==> src/rtl/event_capture_fifo.sv <==
// Event capture FIFO: stores {timestamp, event_data} on each enabled event pulse,
// drained by a read strobe. Define EVENT_CAPTURE_DROP_CNT_EN to add a saturating drop counter.
module event_capture_fifo #(
  parameter int DEPTH    = 16,
  parameter int TS_WIDTH = 32,
  localparam int AW      = $clog2(DEPTH)
) (
  input  logic                   clk,
  input  logic                   reset_n,
  input  logic                   capture_enable,
  input  logic                   event_in,
  input  logic [31:0]            event_data,
  input  logic                   rd_en,
  output logic [32+TS_WIDTH-1:0] rd_data,
  output logic                   rd_valid,
  output logic [AW:0]            fifo_count,
  output logic                   empty,
  output logic                   full,
  output logic                   overflow
`ifdef EVENT_CAPTURE_DROP_CNT_EN
  ,
  output logic [15:0]            drop_count
`endif
);

  localparam int DW = 32 + TS_WIDTH;

  logic                en_q;
  logic                clr;
  logic [TS_WIDTH-1:0] ts;
  logic [AW-1:0]       wr_ptr;
  logic [AW-1:0]       rd_ptr;
  logic [DW-1:0]       mem [DEPTH];

  logic push_req;
  logic pop;
  logic push;
  logic drop;

  assign empty = (fifo_count == '0);
  assign full  = (fifo_count == (AW+1)'(DEPTH));

  // A pop while full frees a slot in the same cycle, so a simultaneous push still fits.
  assign push_req = event_in & capture_enable;
  assign pop      = rd_en & ~empty;
  assign push     = push_req & (~full | pop);
  assign drop     = push_req & full & ~pop;

  // NOTE: all sequential state uses non-blocking assignments so every register
  // samples the pre-edge values of its neighbours, independent of statement order.
  always_ff @(posedge clk or negedge reset_n) begin
    if (!reset_n) begin
      en_q       <= 1'b0;
      clr        <= 1'b0;
      ts         <= '0;
      wr_ptr     <= '0;
      rd_ptr     <= '0;
      fifo_count <= '0;
      overflow   <= 1'b0;
      rd_valid   <= 1'b0;
      rd_data    <= '0;
    end else begin
      en_q <= capture_enable;
      clr  <= capture_enable & ~en_q;
      if (clr) begin
        ts         <= '0;
        wr_ptr     <= '0;
        rd_ptr     <= '0;
        fifo_count <= '0;
        overflow   <= 1'b0;
        rd_valid   <= 1'b0;
      end else begin
        if (capture_enable) ts <= ts + TS_WIDTH'(1);
        if (push) wr_ptr <= wr_ptr + AW'(1);
        if (pop) begin
          rd_ptr  <= rd_ptr + AW'(1);
          rd_data <= mem[rd_ptr];
        end
        rd_valid <= pop;
        case ({push, pop})
          2'b10:   fifo_count <= fifo_count + (AW+1)'(1);
          2'b01:   fifo_count <= fifo_count - (AW+1)'(1);
          default: fifo_count <= fifo_count;
        endcase
        if (drop) overflow <= 1'b1;
      end
    end
  end

  // NOTE: the storage array is deliberately left without reset; entries are only
  // ever read after being written, and a reset here would block RAM inference.
  always_ff @(posedge clk) begin
    if (push && !clr) mem[wr_ptr] <= {ts, event_data};
  end

`ifdef EVENT_CAPTURE_DROP_CNT_EN
  always_ff @(posedge clk or negedge reset_n) begin
    if (!reset_n) begin
      drop_count <= '0;
    end else if (clr) begin
      drop_count <= '0;
    end else if (drop && drop_count != 16'hFFFF) begin
      drop_count <= drop_count + 16'd1;
    end
  end
`endif

endmodule
==> config.mk <==
export PLATFORM = sky130hd
export DESIGN_NAME = event_capture_fifo
export DESIGN_NICKNAME = d
export VERILOG_FILES = /design/src/rtl/event_capture_fifo.sv
export SDC_FILE = /design/constraint.sdc
export NUM_CORES = 1
export LEC_CHECK = 0
export CAP_MARGIN = 20
export CORE_AREA = 2 2 306 338
export CTS_CLUSTER_DIAMETER = 40
export DETAILED_ROUTE_END_ITERATION = 7
export DIE_AREA = 0 0 308 340
export GPL_ROUTABILITY_DRIVEN = 0
export GPL_TIMING_DRIVEN = 0
export HOLD_SLACK_MARGIN = 0.15
export PLACE_DENSITY = 0.67
export SYNTH_ARGS = -nofsm -noshare
export SYNTH_HDL_FRONTEND = slang
export SYNTH_SLANG_ARGS = --single-unit
==> constraint.sdc <==
create_clock -name clk -period 4 [get_ports clk]
set_input_delay 0.8 -clock clk [delete_from_list [all_inputs] [get_ports clk]]
set_output_delay 0.8 -clock clk [all_outputs]
set_load 0.02 [all_outputs]
==> impl_metrics.csv <==
group,metric,value,unit
run_status,status,"finished, final reports clean",
logic_synthesis,synth_nets,2032,
drt,vias,21800,
logic_synthesis,synth_top_area_share,70.9,%
worst_setup_path,crit_arrival,4080,ps
cts,path_clk_slew,60,ps
run,max_cap_violations,0,
logic_synthesis,synthTopCellsByCount,"edfxtp_1 (1024), mux4_2 (256), mux2i_1 (130)",
placement,io_buffer_count,109,
die,die_h,340,um
final_layout,fin_util,51.2,%
die,die_w,308,um
grt,antenna_found_initial,5,
die,die_area,105000,sq um
cts,numCtsBuffers,136,
worst_setup_path,crit_fanout,22,
cts,tritoncts,"built",
drt,drt_iter0_markers,2531,
power_and_ir_drop,pwr_density_cell,632,nW/um^2
logic_synthesis,synth_cell_types,47,
final_layout,area_delta_synth_final,20.1,%
sta,tightest_slew,1160,ps
drt,via_per_inst,5.86,
sta,clock_skew,28.4,ps
grt,grt_pass1_vias,23000,
final_layout,fill_cells,7826,
final_layout,final_nets,2335,
sta,fin_ws,339,ps
logic_synthesis,synth_warnings,0,
drt,wirelength,108000,um
die,start_util,42.7,%
grt,grt_pass1_wl,155000,um
power_and_ir_drop,p_leak,0.0170,uW
sta,setup_viol,0,
drt,routedWlPerCell,29.1,um
power_and_ir_drop,totalPowerFinal,32900,uW
drt,firstDrtPassIters,7,
sta,slew_headroom,22.5,%
logic_synthesis,synth_top_area_cell,"edfxtp_1",
sta,hold_viol,0,
power_and_ir_drop,ir_drop,0.461,mV
logic_synthesis,synth.ff_latch_count,1137,
cts,post_cts_resize_count,0,
cts,htree_levels,4,
placement,dp.cells,3457,
cts,clock_sinks,1137,
sta,layout_min_cycle_time,3660,ps
sta,rsz0062_at_grt,"false",
grt,grt.overflow.total,0,
hold_path,hold_class,"reg -> reg",
logic_synthesis,synth_edf_count,1024,
die,core_area,102000,sq um
placement,post-place-ws,-568,ps
cts,clk_latency,740,ps
logic_synthesis,async_reset_ff_share,9.94,%
logic_synthesis,synth_area_per_cell,21.8,sq um
sta,max_freq,273,MHz
logic_synthesis,syn_area,43300,sq um
worst_setup_path,critical_path_class,"in -> reg",
die,num_rows,123,
sta,maxSlewViolCount,0,
grt,grt_usage,20.7,%
drt,drc,0,
logic_synthesis,synth_area_leaders,"edfxtp_1 (71%), mux4_2 (13%), dfrtp_1 (6.5%)",
cts,root_buffer,"clkbuf_16",
logic_synthesis,synthCells,1985,
logic_synthesis,yosysSeqAreaShare,77.5,%
drt,ant_nets,0,
worst_setup_path,worstSetupStartpointType,"input port",
worst_setup_path,endpoint_kind,"flop",
final_layout,drive_above_1_share,25.5,%
cts,clk_path_buf_depth,3,
grt,grt_start_max_net_pins,78,
final_layout,final_cell_count_no_fill,3715,
placement,hpwl,67000,um
logic_synthesis,yosysMostFrequentCell,"edfxtp_1",
worst_setup_path,worstPathRequired,4420,ps
die,io-pin-count,110,
logic_synthesis,synthFlopType,"edfxtp_1",
sta,finalCritPeriodShare,91.5,%
## repair_timing
item / in CTS / in global routing
hold buffers: 1 / 0
setup endpoints to repair: 0 / 5
hold endpoints to repair: 36 / 0
buffers inserted: 0 / 1
## final timing paths
check / startpoint / end / slack, ps / cells after the start
max: capture_enable / mem[12][21]$_DFFE_PP_ / 340 / 7
min: en_q$_DFF_PN0_ / clr$_DFF_PN0_ / 420 / 1
max reg2reg: rd_ptr[3]$_DFFE_PN0P_ / rd_data[25]$_DFFE_PN0P_ / 730 / 6
min reg2reg: en_q$_DFF_PN0_ / clr$_DFF_PN0_ / 420 / 1
max in group asynchronous: reset_n / rd_data[34]$_DFFE_PN0P_ / 2500 / 3
min in group asynchronous: reset_n / rd_data[44]$_DFFE_PN0P_ / 610 / 2
## through the flow
step | cell area [sq um] | setup TNS [ps] | hold WS, ps
CTS | 52000 | 0 | 418
detailed placement | 47400 | -85490 | 413
global placement | 46100 | -5095210 | 382
finish | 52000 | 0 | 417
global route | 52000 | 0 | 420
floorplan | 43400 | -462560 | 378
## kinds of logic (layout without fill, tap and decap cells)
| kind of cell | after synthesis | count (layout) | share of synthesized area, % |
|---|---|---|---|
| DFF | 1137 | 1137 | 77.5 |
| muxes | 393 | 393 | 16.5 |
| and+or+nand+nor | 218 | 219 | 2.26 |
| buffers and inverters | 109 | 525 | 1.12 |
| AOI/OAI and AO/OA | 85 | 85 | 1.69 |
| xor gates and xnor gates | 33 | 33 | 0.667 |
| adders and majority gates | 10 | 10 | 0.306 |
| other | 0 | 1 | 0 |
## report_power, final
| part | internal, uW | leakage [uW] | switching [uW] |
|---|---|---|---|
| Combinational | 3010 | 0.00395 | 3480 |
| Clock | 7400 | 0.00225 | 5040 |
| Sequential | 13500 | 0.0108 | 474 |
## worst max-delay path, stage by stage
cell	delay, ps
clkdlybuf4s50_1	780
nand2_1	180
a21oi_1	520
nand2_1	570
nor2_4	720
buf_16	250
buf_12	220
## final cells by class
type                       instances  area (sq um)  share of cell area, %
sequential                      1137         33600                   64.5
multi-input combinational        740          9410                   18.1
clock buffer                     164          3590                   6.90
timing repair buffer             164          2310                   4.45
tap                             1312          1640                   3.15
clock inverter                    88          1020                   1.97
buffer                           100           452                  0.868
inverter                           9          33.8                 0.0649
antenna                            1          2.50                0.00481
## cells in the final DEF (no fill, tap or decap), types with 7 or more instances in the layout
cell type        netlist  final
a21oi_1                8      8
buf_12                 0     30
buf_16                 0     21
buf_2                 47     47
bufinv_16              0     13
clkbuf_1              49     72
clkbuf_16              0    139
clkdlybuf4s50_1        0    108
clkinv_1               0      8
clkinv_2               0     24
clkinv_4               0      8
clkinvlp_4             0      8
dfrtp_1              113    113
edfxtp_1            1024   1024
ha_1                   9      9
inv_1                  9      9
inv_6                  0     10
inv_8                  0      7
mux2i_1              130    130
mux4_2               256    256
nand2_1               84     84
nand3_1               12     12
nand4_1               17     17
nor2_1                69     53
nor2_4                 0     16
nor2b_1                7      7
o221ai_1              64     64
xnor2_1                8      8
xor2_1                25     25
## sequential cells by signal, summed over array words and instances, names as in the netlist
register / flops
clr: 1
en_q: 1
fifo_count: 5
mem: 1024
overflow: 1
rd_data: 64
rd_ptr: 4
rd_valid: 1
ts: 32
wr_ptr: 4
## routing by layer
| layer | global-route usage, % | routed length [um] |
|---|---|---|
| met1 | 27.2 | 41200 |
| met2 | 34.4 | 54600 |
| met3 | 4.41 | 9060 |
| met4 | 7.32 | 3110 |
| met5 | 0 | 13 |
(Power assumes the default switching activity.)
